`src/rtl/multicycle_main_control_pkg.sv`:
```
// Shared types and constants for the multicycle MIPS main control FSM.
// Optional feature macro: CONTROL_JUMP_EN (J instruction support).
package mc_ctrl_pkg;

    typedef enum logic [3:0] {
        S_IDLE   = 4'd0,
        S_FETCH  = 4'd1,
        S_DECODE = 4'd2,
        S_MEMADR = 4'd3,
        S_MEMRD  = 4'd4,
        S_MEMWB  = 4'd5,
        S_MEMWR  = 4'd6,
        S_EXEC   = 4'd7,
        S_ALUWB  = 4'd8,
        S_BRANCH = 4'd9,
        S_JUMP   = 4'd10
    } state_t;

    localparam logic [5:0] OP_RTYPE = 6'b000000;
    localparam logic [5:0] OP_LW    = 6'b100011;
    localparam logic [5:0] OP_SW    = 6'b101011;
    localparam logic [5:0] OP_BEQ   = 6'b000100;
    localparam logic [5:0] OP_J     = 6'b000010;

    localparam logic [1:0] ALUOP_ADD   = 2'b00;
    localparam logic [1:0] ALUOP_SUB   = 2'b01;
    localparam logic [1:0] ALUOP_FUNCT = 2'b10;

    localparam logic [1:0] ALUSRCB_RT    = 2'b00;
    localparam logic [1:0] ALUSRCB_FOUR  = 2'b01;
    localparam logic [1:0] ALUSRCB_IMM   = 2'b10;
    localparam logic [1:0] ALUSRCB_IMMSH = 2'b11;

    localparam logic [1:0] PCSRC_ALU    = 2'b00;
    localparam logic [1:0] PCSRC_ALUOUT = 2'b01;
    localparam logic [1:0] PCSRC_JUMP   = 2'b10;

    // All datapath control outputs in one bundle.
    typedef struct packed {
        logic       pc_write;
        logic       pc_write_cond;
        logic       i_or_d;
        logic       mem_read;
        logic       mem_write;
        logic       ir_write;
        logic       mem_to_reg;
        logic       reg_write;
        logic       reg_dst;
        logic       alu_src_a;
        logic [1:0] alu_src_b;
        logic [1:0] alu_op;
        logic [1:0] pc_source;
        logic       instr_done;
        logic       illegal_op;
    } ctrl_t;

    // True for opcodes this controller knows how to sequence.
    function automatic logic op_legal(input logic [5:0] op);
        case (op)
            OP_RTYPE, OP_LW, OP_SW, OP_BEQ: return 1'b1;
`ifdef CONTROL_JUMP_EN
            OP_J:                           return 1'b1;
`endif
            default:                        return 1'b0;
        endcase
    endfunction

endpackage

```
`src/rtl/multicycle_main_control_if.sv`:
```
// Controller <-> datapath bundle: opcode/handshake in, control enables out.
interface multicycle_main_control_if #(
    parameter int CNT_W = 32
) ();
    logic [5:0]       opcode;
    logic             mem_ready;
    logic             zero;
    logic             pc_write;
    logic             pc_write_cond;
    logic             i_or_d;
    logic             mem_read;
    logic             mem_write;
    logic             ir_write;
    logic             mem_to_reg;
    logic             reg_write;
    logic             reg_dst;
    logic             alu_src_a;
    logic [1:0]       alu_src_b;
    logic [1:0]       alu_op;
    logic [1:0]       pc_source;
    logic             instr_done;
    logic             illegal_op;
    logic [CNT_W-1:0] instr_count;

    // Controller side.
    modport master (
        input  opcode, mem_ready, zero,
        output pc_write, pc_write_cond, i_or_d, mem_read, mem_write, ir_write,
               mem_to_reg, reg_write, reg_dst, alu_src_a, alu_src_b, alu_op,
               pc_source, instr_done, illegal_op, instr_count
    );

    // Datapath side.
    modport slave (
        output opcode, mem_ready, zero,
        input  pc_write, pc_write_cond, i_or_d, mem_read, mem_write, ir_write,
               mem_to_reg, reg_write, reg_dst, alu_src_a, alu_src_b, alu_op,
               pc_source, instr_done, illegal_op, instr_count
    );
endinterface

```
`src/rtl/multicycle_main_control_outdec.sv`:
```
// Output decoder: maps the current state (plus mem_ready for the handshake
// qualified enables) onto the datapath control bundle.
// Optional feature macro: CONTROL_JUMP_EN (builds the JUMP state outputs).
module mc_ctrl_outdec
    import mc_ctrl_pkg::*;
(
    input  state_t state_i,
    input  logic   mem_ready_i,
    input  logic   op_legal_i,
    output ctrl_t  ctrl_o
);

    // Moore decode of control enables; IDLE and unknown states drive all zero.
    always_comb begin
        // NOTE: assign a default to every output first so no path leaves a value unassigned and infers a latch.
        ctrl_o = '0;
        case (state_i)
            S_FETCH: begin
                ctrl_o.mem_read  = 1'b1;
                ctrl_o.alu_src_b = ALUSRCB_FOUR;
                ctrl_o.alu_op    = ALUOP_ADD;
                ctrl_o.pc_source = PCSRC_ALU;
                ctrl_o.ir_write  = mem_ready_i;
                ctrl_o.pc_write  = mem_ready_i;
            end
            S_DECODE: begin
                ctrl_o.alu_src_b  = ALUSRCB_IMMSH;
                ctrl_o.alu_op     = ALUOP_ADD;
                ctrl_o.illegal_op = ~op_legal_i;
            end
            S_MEMADR: begin
                ctrl_o.alu_src_a = 1'b1;
                ctrl_o.alu_src_b = ALUSRCB_IMM;
                ctrl_o.alu_op    = ALUOP_ADD;
            end
            S_MEMRD: begin
                ctrl_o.mem_read = 1'b1;
                ctrl_o.i_or_d   = 1'b1;
            end
            S_MEMWB: begin
                ctrl_o.reg_write  = 1'b1;
                ctrl_o.mem_to_reg = 1'b1;
                ctrl_o.instr_done = 1'b1;
            end
            S_MEMWR: begin
                ctrl_o.mem_write  = 1'b1;
                ctrl_o.i_or_d     = 1'b1;
                ctrl_o.instr_done = mem_ready_i;
            end
            S_EXEC: begin
                ctrl_o.alu_src_a = 1'b1;
                ctrl_o.alu_src_b = ALUSRCB_RT;
                ctrl_o.alu_op    = ALUOP_FUNCT;
            end
            S_ALUWB: begin
                ctrl_o.reg_write  = 1'b1;
                ctrl_o.reg_dst    = 1'b1;
                ctrl_o.instr_done = 1'b1;
            end
            S_BRANCH: begin
                ctrl_o.alu_src_a     = 1'b1;
                ctrl_o.alu_src_b     = ALUSRCB_RT;
                ctrl_o.alu_op        = ALUOP_SUB;
                ctrl_o.pc_write_cond = 1'b1;
                ctrl_o.pc_source     = PCSRC_ALUOUT;
                ctrl_o.instr_done    = 1'b1;
            end
`ifdef CONTROL_JUMP_EN
            S_JUMP: begin
                ctrl_o.pc_write   = 1'b1;
                ctrl_o.pc_source  = PCSRC_JUMP;
                ctrl_o.instr_done = 1'b1;
            end
`endif
            default: ;
        endcase
    end

endmodule

```
`src/rtl/multicycle_main_control.sv`:
```
// Multicycle MIPS main control: state register, next-state sequencing and
// retired-instruction counter; outputs come from mc_ctrl_outdec.
// Optional feature macro: CONTROL_JUMP_EN (J decodes to the JUMP state).
module multicycle_main_control
    import mc_ctrl_pkg::*;
#(
    parameter int CNT_W = 32
) (
    input  logic                         clk,
    input  logic                         rst_n,
    multicycle_main_control_if.master    bus
);

    state_t           state_q, state_d;
    ctrl_t            ctrl;
    logic [CNT_W-1:0] cnt_q;
    logic             legal;
    logic             unused_zero;

    // zero is consumed by the datapath's PC-write gating, not by the FSM.
    assign unused_zero = bus.zero;
    assign legal       = op_legal(bus.opcode);

    // State register; reset abandons any in-flight instruction.
    always_ff @(posedge clk or negedge rst_n) begin
        // NOTE: sequential state uses non-blocking assignments so every register samples pre-edge values.
        if (!rst_n) state_q <= S_IDLE;
        else        state_q <= state_d;
    end

    // Next-state sequencing; opcode is read in DECODE and again in MEMADR.
    always_comb begin
        state_d = state_q;
        case (state_q)
            S_IDLE:   state_d = S_FETCH;
            S_FETCH:  if (bus.mem_ready) state_d = S_DECODE;
            S_DECODE: begin
                case (bus.opcode)
                    OP_LW, OP_SW: state_d = S_MEMADR;
                    OP_RTYPE:     state_d = S_EXEC;
                    OP_BEQ:       state_d = S_BRANCH;
`ifdef CONTROL_JUMP_EN
                    OP_J:         state_d = S_JUMP;
`endif
                    default:      state_d = S_FETCH;
                endcase
            end
            S_MEMADR: state_d = (bus.opcode == OP_SW) ? S_MEMWR : S_MEMRD;
            S_MEMRD:  if (bus.mem_ready) state_d = S_MEMWB;
            S_MEMWB:  state_d = S_FETCH;
            S_MEMWR:  if (bus.mem_ready) state_d = S_FETCH;
            S_EXEC:   state_d = S_ALUWB;
            S_ALUWB:  state_d = S_FETCH;
            S_BRANCH: state_d = S_FETCH;
`ifdef CONTROL_JUMP_EN
            S_JUMP:   state_d = S_FETCH;
`endif
            default:  state_d = S_IDLE;
        endcase
    end

    // Retired-instruction counter; wraps naturally at all-ones.
    always_ff @(posedge clk or negedge rst_n) begin
        if (!rst_n)               cnt_q <= '0;
        else if (ctrl.instr_done) cnt_q <= cnt_q + CNT_W'(1);
    end

    mc_ctrl_outdec u_outdec (
        .state_i     (state_q),
        .mem_ready_i (bus.mem_ready),
        .op_legal_i  (legal),
        .ctrl_o      (ctrl)
    );

    assign bus.pc_write      = ctrl.pc_write;
    assign bus.pc_write_cond = ctrl.pc_write_cond;
    assign bus.i_or_d        = ctrl.i_or_d;
    assign bus.mem_read      = ctrl.mem_read;
    assign bus.mem_write     = ctrl.mem_write;
    assign bus.ir_write      = ctrl.ir_write;
    assign bus.mem_to_reg    = ctrl.mem_to_reg;
    assign bus.reg_write     = ctrl.reg_write;
    assign bus.reg_dst       = ctrl.reg_dst;
    assign bus.alu_src_a     = ctrl.alu_src_a;
    assign bus.alu_src_b     = ctrl.alu_src_b;
    assign bus.alu_op        = ctrl.alu_op;
    assign bus.pc_source     = ctrl.pc_source;
    assign bus.instr_done    = ctrl.instr_done;
    assign bus.illegal_op    = ctrl.illegal_op;
    assign bus.instr_count   = cnt_q;

endmodule
```
`src/flat_wrapper.sv`:
```
// flat-port wrapper written by rule: the top's interface ports become plain ports
module multicycle_main_control_flat import mc_ctrl_pkg::*;
#(
    parameter int CNT_W = 32
)
  (clk, rst_n, bus_opcode, bus_mem_ready, bus_zero, bus_pc_write, bus_pc_write_cond, bus_i_or_d, bus_mem_read, bus_mem_write, bus_ir_write, bus_mem_to_reg, bus_reg_write, bus_reg_dst, bus_alu_src_a, bus_alu_src_b, bus_alu_op, bus_pc_source, bus_instr_done, bus_illegal_op, bus_instr_count);
  multicycle_main_control_if #(.CNT_W(CNT_W)) bus_i ();
  input  logic clk;
  input  logic rst_n;
  input wire logic [$bits(bus_i.opcode)-1:0] bus_opcode;
  input wire logic [$bits(bus_i.mem_ready)-1:0] bus_mem_ready;
  input wire logic [$bits(bus_i.zero)-1:0] bus_zero;
  output wire logic [$bits(bus_i.pc_write)-1:0] bus_pc_write;
  output wire logic [$bits(bus_i.pc_write_cond)-1:0] bus_pc_write_cond;
  output wire logic [$bits(bus_i.i_or_d)-1:0] bus_i_or_d;
  output wire logic [$bits(bus_i.mem_read)-1:0] bus_mem_read;
  output wire logic [$bits(bus_i.mem_write)-1:0] bus_mem_write;
  output wire logic [$bits(bus_i.ir_write)-1:0] bus_ir_write;
  output wire logic [$bits(bus_i.mem_to_reg)-1:0] bus_mem_to_reg;
  output wire logic [$bits(bus_i.reg_write)-1:0] bus_reg_write;
  output wire logic [$bits(bus_i.reg_dst)-1:0] bus_reg_dst;
  output wire logic [$bits(bus_i.alu_src_a)-1:0] bus_alu_src_a;
  output wire logic [$bits(bus_i.alu_src_b)-1:0] bus_alu_src_b;
  output wire logic [$bits(bus_i.alu_op)-1:0] bus_alu_op;
  output wire logic [$bits(bus_i.pc_source)-1:0] bus_pc_source;
  output wire logic [$bits(bus_i.instr_done)-1:0] bus_instr_done;
  output wire logic [$bits(bus_i.illegal_op)-1:0] bus_illegal_op;
  output wire logic [$bits(bus_i.instr_count)-1:0] bus_instr_count;
  assign bus_i.opcode = bus_opcode;
  assign bus_i.mem_ready = bus_mem_ready;
  assign bus_i.zero = bus_zero;
  assign bus_pc_write = bus_i.pc_write;
  assign bus_pc_write_cond = bus_i.pc_write_cond;
  assign bus_i_or_d = bus_i.i_or_d;
  assign bus_mem_read = bus_i.mem_read;
  assign bus_mem_write = bus_i.mem_write;
  assign bus_ir_write = bus_i.ir_write;
  assign bus_mem_to_reg = bus_i.mem_to_reg;
  assign bus_reg_write = bus_i.reg_write;
  assign bus_reg_dst = bus_i.reg_dst;
  assign bus_alu_src_a = bus_i.alu_src_a;
  assign bus_alu_src_b = bus_i.alu_src_b;
  assign bus_alu_op = bus_i.alu_op;
  assign bus_pc_source = bus_i.pc_source;
  assign bus_instr_done = bus_i.instr_done;
  assign bus_illegal_op = bus_i.illegal_op;
  assign bus_instr_count = bus_i.instr_count;
  multicycle_main_control #(.CNT_W(CNT_W)) u_core (.clk(clk), .rst_n(rst_n), .bus(bus_i));
endmodule
```
`config.mk`:
```
export PLATFORM = sky130hd
export DESIGN_NAME = multicycle_main_control_flat
export DESIGN_NICKNAME = d
export VERILOG_FILES = /design/src/rtl/multicycle_main_control_pkg.sv /design/src/rtl/multicycle_main_control_if.sv /design/src/rtl/multicycle_main_control_outdec.sv /design/src/rtl/multicycle_main_control.sv /design/src/flat_wrapper.sv
export SDC_FILE = /design/constraint.sdc
export NUM_CORES = 1
export LEC_CHECK = 0
export CORE_MARGIN = 5
export CORE_UTILIZATION = 40
export CTS_BUF_LIST = sky130_fd_sc_hd__clkbuf_4 sky130_fd_sc_hd__clkbuf_8
export CTS_CLUSTER_DIAMETER = 200
export DETAILED_ROUTE_END_ITERATION = 6
export GPL_ROUTABILITY_DRIVEN = 0
export PLACE_DENSITY_LB_ADDON = 0.12
export SLEW_MARGIN = 30
export SYNTH_ARGS = -nofsm -noshare
export SYNTH_HDL_FRONTEND = slang
export SYNTH_SLANG_ARGS = --single-unit
export TNS_END_PERCENT = 10
```
`constraint.sdc`:
```
create_clock -name clk -period 2.4 [get_ports clk]
set_input_delay 0.24 -clock clk [delete_from_list [all_inputs] [get_ports clk]]
set_output_delay 0.24 -clock clk [all_outputs]
set_load 0.005 [all_outputs]
```
======== After elaboration in Yosys (flattened, before gate mapping) ========
Index checks and enable logic that the tools add are counted.
word-level totals
  output and inout port bits .............. 50
  register bits ........................... 36
  logic and storage cells ................. 50
  input port bits ......................... 10
operators by class
  equal/unequal tests ..................... 15
  reductions and logical operators ........ 11
  multiplexer cells ....................... 20
  bitwise logic cells ..................... 1
  add/sub/neg operators ................... 1
operators with widths
  kind                                                                    count
  32-bit by 1-bit adder with 32-bit output (second input constant)        1
  4-bit one-hot mux with 7 select lines                                   1
  4-bit one-hot mux with 5 select lines                                   1
  4-bit by 3-bit equality test with 1-bit output (second input constant)  4
  6-bit equality test (second input constant)                             2
  1-bit 2-to-1 mux                                                        12
  4-bit 2-to-1 mux                                                        3
  4-bit one-hot mux with 3 select lines                                   1
  4-bit by 2-bit equality test with 1-bit output (second input constant)  2
  4-bit equality test (second input constant)                             2
  2-bit OR reduction                                                      4
  4-bit OR reduction                                                      2
  6-bit by 3-bit equality test with 1-bit output (second input constant)  1
  6-bit logical NOT                                                       1
  2-bit != test (second input constant)                                   3
  3-bit OR reduction                                                      2
  4-bit by 1-bit equality test with 1-bit output (second input constant)  1
  4-bit logical NOT                                                       1
  3-bit AND reduction                                                     1
  2-bit 2-to-1 mux                                                        1
  1-bit one-hot mux with 2 select lines                                   1
  1-bit NOT                                                               1

======== Depth between registers and ports, before layout ========
Gate-level depths: netlist of run 1.
  depth after elaboration ................. 5
  depth in mapped cells ................... 8

======== By module ========
Synthesis of run 1 repeated with hierarchy kept, for this count alone.
second synthesis, totals
  cell total of the unflattened synthesis .. 198
  area, all modules ....................... 2040.7 um2
by module, submodules not included
  module                   cells each  times used  area each (um2)
  multicycle_main_control  164         1           1809.2
  mc_ctrl_outdec           34          1           231.5

======== Worst setup path after synthesis of run 1 ========
OpenSTA, ideal clock, no wires.
  path type ............................... reg2reg
  from .................................... register u_core.state_q[0]
  to ...................................... register u_core.cnt_q[13] (netlist: u_core.bus.instr_count[13])
  path buffers ............................ 1
  period minus slack after synthesis ...... 1.735 ns
  setup slack ............................. 0.665 ns
  data arrival time ....................... 1.610 ns
  required time ........................... 2.275 ns
  stages on the path, launching flop included .. 8
  path through ............................ dfrtp_1 buf_2 and4bb_4 a311oi_2 inv_2 and2_1 and4_1 xor2_1
on the way
  word-level cells in the longest chain between the ends .. 3
  elaborated cells on any way between the ends .. 6
  those cells by class .................... 4 x eq/ne; 1 x mux; 1 x reduce/logical
RTL lines
  element                                                                                line                                  source
  from (decl)                                                                            multicycle_main_control.sv:14         state_t state_q, state_d;
  from (signal assigned)                                                                 multicycle_main_control.sv:28         else state_q <= state_d;
  4-bit by 3-bit equality test with 1-bit output or 4-bit equality test (tied branches)  multicycle_main_control_outdec.sv:17  case (state_i)
  3-bit OR reduction (no source line)                                                    --
  1-bit one-hot mux with 2 select lines *                                                multicycle_main_control_outdec.sv:17
  to (signal assigned)                                                                   multicycle_main_control.sv:65         else if (ctrl.instr_done) cnt_q <= cnt_q + CNT_W'(1);
  to (decl)                                                                              multicycle_main_control.sv:16         logic [CNT_W-1:0] cnt_q;
Mark *: on every way between the ends. The rest lies on a longest branch, timed or not.
A chain may end at the register's enable or synchronous reset.

======== Worst setup path after layout of run 1 ========
  from .................................... register u_core.state_q[1]
  to ...................................... output port bus_reg_write
on the way
  word-level cells in the longest chain between the ends .. 3
  elaborated cells on any way between the ends .. 4
  those cells by class .................... 2 x eq/ne; 1 x mux; 1 x reduce/logical
RTL lines
  element                                                                                line                                  source
  4-bit by 3-bit equality test with 1-bit output or 4-bit equality test (tied branches)  multicycle_main_control_outdec.sv:17
  2-bit OR reduction (no source line) *                                                  --
  1-bit 2-to-1 mux *                                                                     multicycle_main_control_outdec.sv:17
  to (decl)                                                                              flat_wrapper.sv:20                    output wire logic [$bits(bus_i.reg_write)-1:0] bus_reg_write;
Marked as above.

==> results of run 1 <==
[final cells by class]
cell class              instances  area share [%]
clock buffers                   6            3.03
well taps                      67            3.08
flip-flops and latches         36            33.2
repair buffers                 62            22.1
inverters                       8            1.10
clock inverters                 2           0.505
multi-input cells             147            36.9
[metal layers]
layer  wire length [um]  global-route usage, %
met1               1970                   18.5
met2               1890                   21.2
met3                370                   5.99
met4                 70                   5.07
met5                  0                      0
[stage by stage]
| step | hold WS, ns | power (mW) | std cells |
|---|---|---|---|
| after detailed placement | 0.366 | 1.46 | 320 |
| after global routing | 0.0898 | 2.04 | 328 |
| after global placement | 0.368 | 1.46 | 320 |
| after CTS | 0.0417 | 1.93 | 328 |
| after floorplan | -0.0556 | 1.13 | 204 |
| final | 0.0178 | 1.91 | 328 |
[power by group through the flow]
| stage | Clock, mW | Sequential [mW] | Combinational, mW |
|---|---|---|---|
| detailed placement | 0 | 0.793 | 0.670 |
| global route | 0.499 | 0.804 | 0.735 |
| floorplan | 0 | 0.720 | 0.413 |
| finish | 0.462 | 0.788 | 0.664 |
| global placement | 0 | 0.795 | 0.666 |
| CTS | 0.473 | 0.782 | 0.675 |
[sequential cells by signal, summed over array words and instances, names as in the netlist]
register,cells
u_core.bus.instr_count,32
u_core.state_q,4
[repair_timing]
action	4_1_cts	5_1_grt
setup endpoints to repair	0	5
resized for setup	0	3
hold buffers	0	0
[cell usage in the layout, fill, tap and decap left out, drive strengths merged, types with 2 or more instances in the layout]
cell type	count
o21ai	4
xor2	15
nor2	21
clkdlybuf4s50	56
and4	3
nand3	10
a21oi	5
inv	9
nand2b	5
nor3b	3
and2	3
and3	7
dfrtp	36
xnor2	17
clkbuf	6
nor4b	2
nor2b	4
nor4	3
nand4	8
nand2	15
nor3	7
buf	6
[path summary, 6_finish.rpt]
check / start / cells after the start / to / slack, ns
min: rst_n / 1 / u_core.bus.instr_count[3] / 0.02
min in group clk: u_core.bus.instr_count[31] / 1 / u_core.bus.instr_count[31] / 0.47
max in group asynchronous: rst_n / 1 / u_core.state_q[2] / 1.85
min reg2reg: u_core.bus.instr_count[31] / 1 / u_core.bus.instr_count[31] / 0.47
max: u_core.state_q[1] / 3 / bus_reg_write / 0.18
max reg2reg: u_core.state_q[1] / 7 / u_core.bus.instr_count[27] / 0.50
[cell families after synthesis]
logic type,Yosys count,synth area share (%)
and+or+nand+nor,94,28.8
buffers and inverters,21,5.22
other,1,0.186
xor gates and xnor gates,32,13.9
DFF,36,44.8
adders and majority gates,1,0.622
AOI/OAI and AO/OA,19,6.47
[worst max-delay path, stage by stage, from the launching register on]
cell and delay (ns):
dfrtp_1 0.50, or3b_2 0.52, o22ai_1 0.15, clkdlybuf4s50_1 0.52
==> impl_metrics.yaml, run 1 <==
pwr:
  seqPwrFrac_pct: 41.2
  pwr-share-comb_pct: 34.7
  intPower_mw: 1.28
  p_sw_share_pct: 33.1
  peakVddDrop_mv: 0.355
  p_per_area_nw_per_um2: 702
  pwr-share-clk_pct: 24.1
  p_leak_nw: 1.22
  p_sw_mw: 0.633
critical_path:
  crit_fanout: 14
  crit_arrival_ns: 1.98
  worstSetupPathType: "flop to output pin"
  cp-start-kind: "flop"
  cp.required_ns: 2.16
  cp-end-kind: "output pin"
routing:
  wirelength_um: 4300
  drtPass1Iterations: 4
  routed_via_density: 4.91
  ant_nets: 0
  dr.first_iter.drc_count: 45
  avgRoutedWirePerCell_um: 13.1
  drc: 0
  num_vias: 1612
cells_and_area:
  layout.nets: 271
  post-route-cell-area_um2: 2720
  fillCellCount: 466
  seq_area_um2: 905
  multiInputGateArea_um2: 1010
  syn2layout_area_growth_pct: 35.4
  drive_above_1_share_pct: 11.5
  antenna_cells: 0
  final_core_util_pct: 56.5
clock_network:
  insertion_delay_ns: 0.29
  cts_buffer_depth: 2
  cts_setup_buffers: 0
  cts_root_buf: "clkbuf_8"
  cts_made_buffers: 5
  path_clk_slew_ns: 0.07
  cts_tree: "done"
  cts_max_level: 2
  clock_sinks: 36
timing:
  report.final.slew_viol_count: 0
  rsz0062_at_grt: "no"
  worst_slew_pin_slew_ns: 0.766
  slew_headroom_pct: 48.9
  min_period_ns: 2.22
  worst_slack_ns: 0.176
  fmax_mhz: 450
  period_share_pct: 92.7
  fin_worst_skew_ns: 0.00505
  setup_tns_ns: 0
  finalHoldViolations: 0
  setup_violations: 0
yosys:
  synth_cell_types: 44
  async_flop_share_pct: 100
  synth_common_cells: "dfrtp_1 (36), nor2_1 (21), xnor2_1 (17)"
  synth_area_leaders: "dfrtp_1 (45%), xnor2_1 (7.4%), xor2_1 (6.5%)"
  synth_area_um2: 2010
  yosysWarnings: 0
  yosysSeqAreaShare_pct: 44.8
  synth_edf_count: 0
  ys_seq_elements: 36
  synthCells: 204
  yosysTopAreaCell: "dfrtp_1"
  syn_area_per_cell_um2: 9.86
  synth.most_common_cell: "dfrtp_1"
  synth_top_area_share_pct: 44.8
  synth_flop_cell: "dfrtp_1"
  syn_nets: 215
placed_design:
  io_buffers: 57
  place_hpwl_um: 3150
  placed_area_um2: 2620
  pre_cts_slack_ns: 0.399
floorplanning:
  num_rows: 25
  die_w_um: 80.9
  boundaryPins: 60
  die_y_um: 80.9
  core_um2: 4820
  start_util_pct: 41.8
  design.die.area_um2: 6550
grt:
  grt_pass1_wl_um: 7130
  antenna_found_initial: 0
  groute.usage.overall_pct: 14.3
  overflow: 0
  grt_pass1_vias: 1531
  grt_max_degree: 37
run_status:
  status: "completed"
run:
  maxCapViolations: 0
hold_path:
  hold_class: "input port to async pin"
(Power assumes the default switching activity.)
==> run 2: changes to the inputs <==
--- a/config.mk
+++ b/config.mk
@@ -11,7 +11,8 @@
 export CTS_CLUSTER_DIAMETER = 200
 export DETAILED_ROUTE_END_ITERATION = 6
 export GPL_ROUTABILITY_DRIVEN = 0
-export PLACE_DENSITY_LB_ADDON = 0.12
+export MAX_ROUTING_LAYER = met4
+export PLACE_DENSITY = 0.67
 export SLEW_MARGIN = 30
 export SYNTH_ARGS = -nofsm -noshare
 export SYNTH_HDL_FRONTEND = slang
==> impl_metrics.yaml, run 2 (synthesized netlist as in run 1, its figures left out) <==
critical_path:
  cp.required_ns: 2.16
  cp-start-kind: "flop"
  crit_arrival_ns: 2.04
  crit_fanout: 14
  worstSetupPathType: "flop to output pin"
  critPathSlowestCell: "clkdlybuf4s50_1"
  cp-end-kind: "output pin"
  r2r.worst_path.cells: 7
  cpLargestDelayFamily: "buffers and inverters"
  cpPeakStageDelay_ns: 0.53
  path_buf_inv: 1
  path_cells: "or3b_2 -> o22ai_1 -> clkdlybuf4s50_1"
  worst-path-stages: 3
run_status:
  status: "completed"
timing:
  period_share_pct: 94.9
  min_period_ns: 2.28
  rsz0062_at_grt: "no"
  slew_headroom_pct: 47.5
  finalHoldViolations: 0
  worst_slack_ns: 0.123
  fin_worst_skew_ns: 0.00403
  hold_ws_ns: 0.0354
  worst_slew_pin_slew_ns: 0.787
  fmax_mhz: 439
  setup_tns_ns: 0
  setup_violations: 0
  report.final.slew_viol_count: 0
clock_network:
  insertion_delay_ns: 0.28
  cts_root_buf: "clkbuf_8"
  cts_setup_buffers: 0
  cts_made_buffers: 5
  cts_max_level: 2
  cts_buffer_depth: 2
  cts_tree: "done"
  path_clk_slew_ns: 0.07
  clock_sinks: 36
cells_and_area:
  layout.nets: 272
  antenna_cells: 0
  syn2layout_area_growth_pct: 35.9
  fillCellCount: 441
  largest_register_ff_count: 32
  multiInputGateArea_um2: 1010
  mostFrequentLayoutCells: "clkdlybuf4s50_1 (56), dfrtp_1 (34), nor2_1 (21)"
  drive_above_1_share_pct: 11.5
  seq_area_um2: 903
  final_common_cell: "clkdlybuf4s50_1"
floorplanning:
  start_util_pct: 41.8
  core_um2: 4820
  num_rows: 25
  die_y_um: 80.9
  boundaryPins: 60
  die_w_um: 80.9
  design.die.area_um2: 6550
pwr:
  pwr-share-comb_pct: 34.4
  total_power_mw: 1.92
  intPower_mw: 1.30
  p_per_area_nw_per_um2: 702
  pwr-share-clk_pct: 24.1
  p_leak_nw: 1.22
  p_sw_mw: 0.618
  seqPwrFrac_pct: 41.4
  p_sw_share_pct: 32.2
  peakVddDrop_mv: 0.483
routing:
  wirelength_um: 4420
  drtPass1Iterations: 4
  drc: 0
  dr.first_iter.drc_count: 75
  num_vias: 1594
  avgRoutedWirePerCell_um: 13.5
  ant_nets: 0
  routed_via_density: 4.86
placed_design:
  place_hpwl_um: 3210
  pre_cts_slack_ns: 0.378
  io_buffers: 57
grt:
  groute.layer.met1.usage_pct: 19.3
  met2_usage_pct: 23.6
  gr-usage-met3_pct: 4.10
  antenna_found_initial: 0
  top_usage_layer: "met2"
  groute.usage.overall_pct: 15.1
  grt_pass1_vias: 1634
  grt_max_degree: 37
  overflow: 0
  grt_pass1_wl_um: 7560
hold_path:
  hold_class: "input port to async pin"
run:
  maxCapViolations: 0
-- run 2: changes by cell type in the layout (fill, tap and decap cells not counted), sizes merged --
cell | before | now
clkinv | 1 | 0
inv | 9 | 8
clkbuf | 6 | 7
buf | 6 | 7
-- run 2: per-stage QoR --
stage	area, um^2	utilization (%)	instances
after detailed placement	2630	54.6	321
after global routing	2740	56.8	328
after global placement	2630	54.6	321
after floorplan	2010	-	204
final	2740	56.8	328
after CTS	2730	56.6	328
-- run 2: power groups by stage --
| stage | Clock, mW | Sequential, mW | Combinational [mW] |
|---|---|---|---|
| 6_report | 0.464 | 0.796 | 0.661 |
| 5_1_grt | 0.508 | 0.812 | 0.723 |
| 4_1_cts | 0.477 | 0.791 | 0.668 |
| 3_5_place_dp | 0 | 0.800 | 0.663 |
| 3_3_place_gp | 0 | 0.802 | 0.662 |
| 2_1_floorplan | 0 | 0.720 | 0.413 |
-- run 2: layer usage --
layer,vias up,share of wire (%)
met4,0,0.50
met2,48,46
li1,804,-
met5,-,0
met1,739,47
met3,3,6.1
-- run 2: final cells by class --
| class | instances | area share [%] |
|---|---|---|
| inverters | 8 | 1.10 |
| clock buffers | 7 | 3.52 |
| well taps | 67 | 3.06 |
| multi-input cells | 147 | 37.0 |
| repair buffers | 63 | 22.3 |
| flip-flops and latches | 36 | 33.0 |
-- run 2: repair_timing --
item	CTS	global route
hold buffers	0	0
endpoints found under the setup margin	0	6
gates resized for setup	0	3
hold endpoints to repair	0	0
-- run 2: worst paths after layout --
kind | startpoint | slack (ns) | endpoint
max | u_core.state_q[1] | 0.12 | bus_reg_write
min | rst_n | 0.04 | u_core.bus.instr_count[10]
max reg2reg | u_core.state_q[3] | 0.43 | u_core.bus.instr_count[20]
min reg2reg | u_core.bus.instr_count[31] | 0.46 | u_core.bus.instr_count[31]
max in group asynchronous | rst_n | 1.81 | u_core.state_q[2]
min in group clk | u_core.bus.instr_count[31] | 0.46 | u_core.bus.instr_count[31]
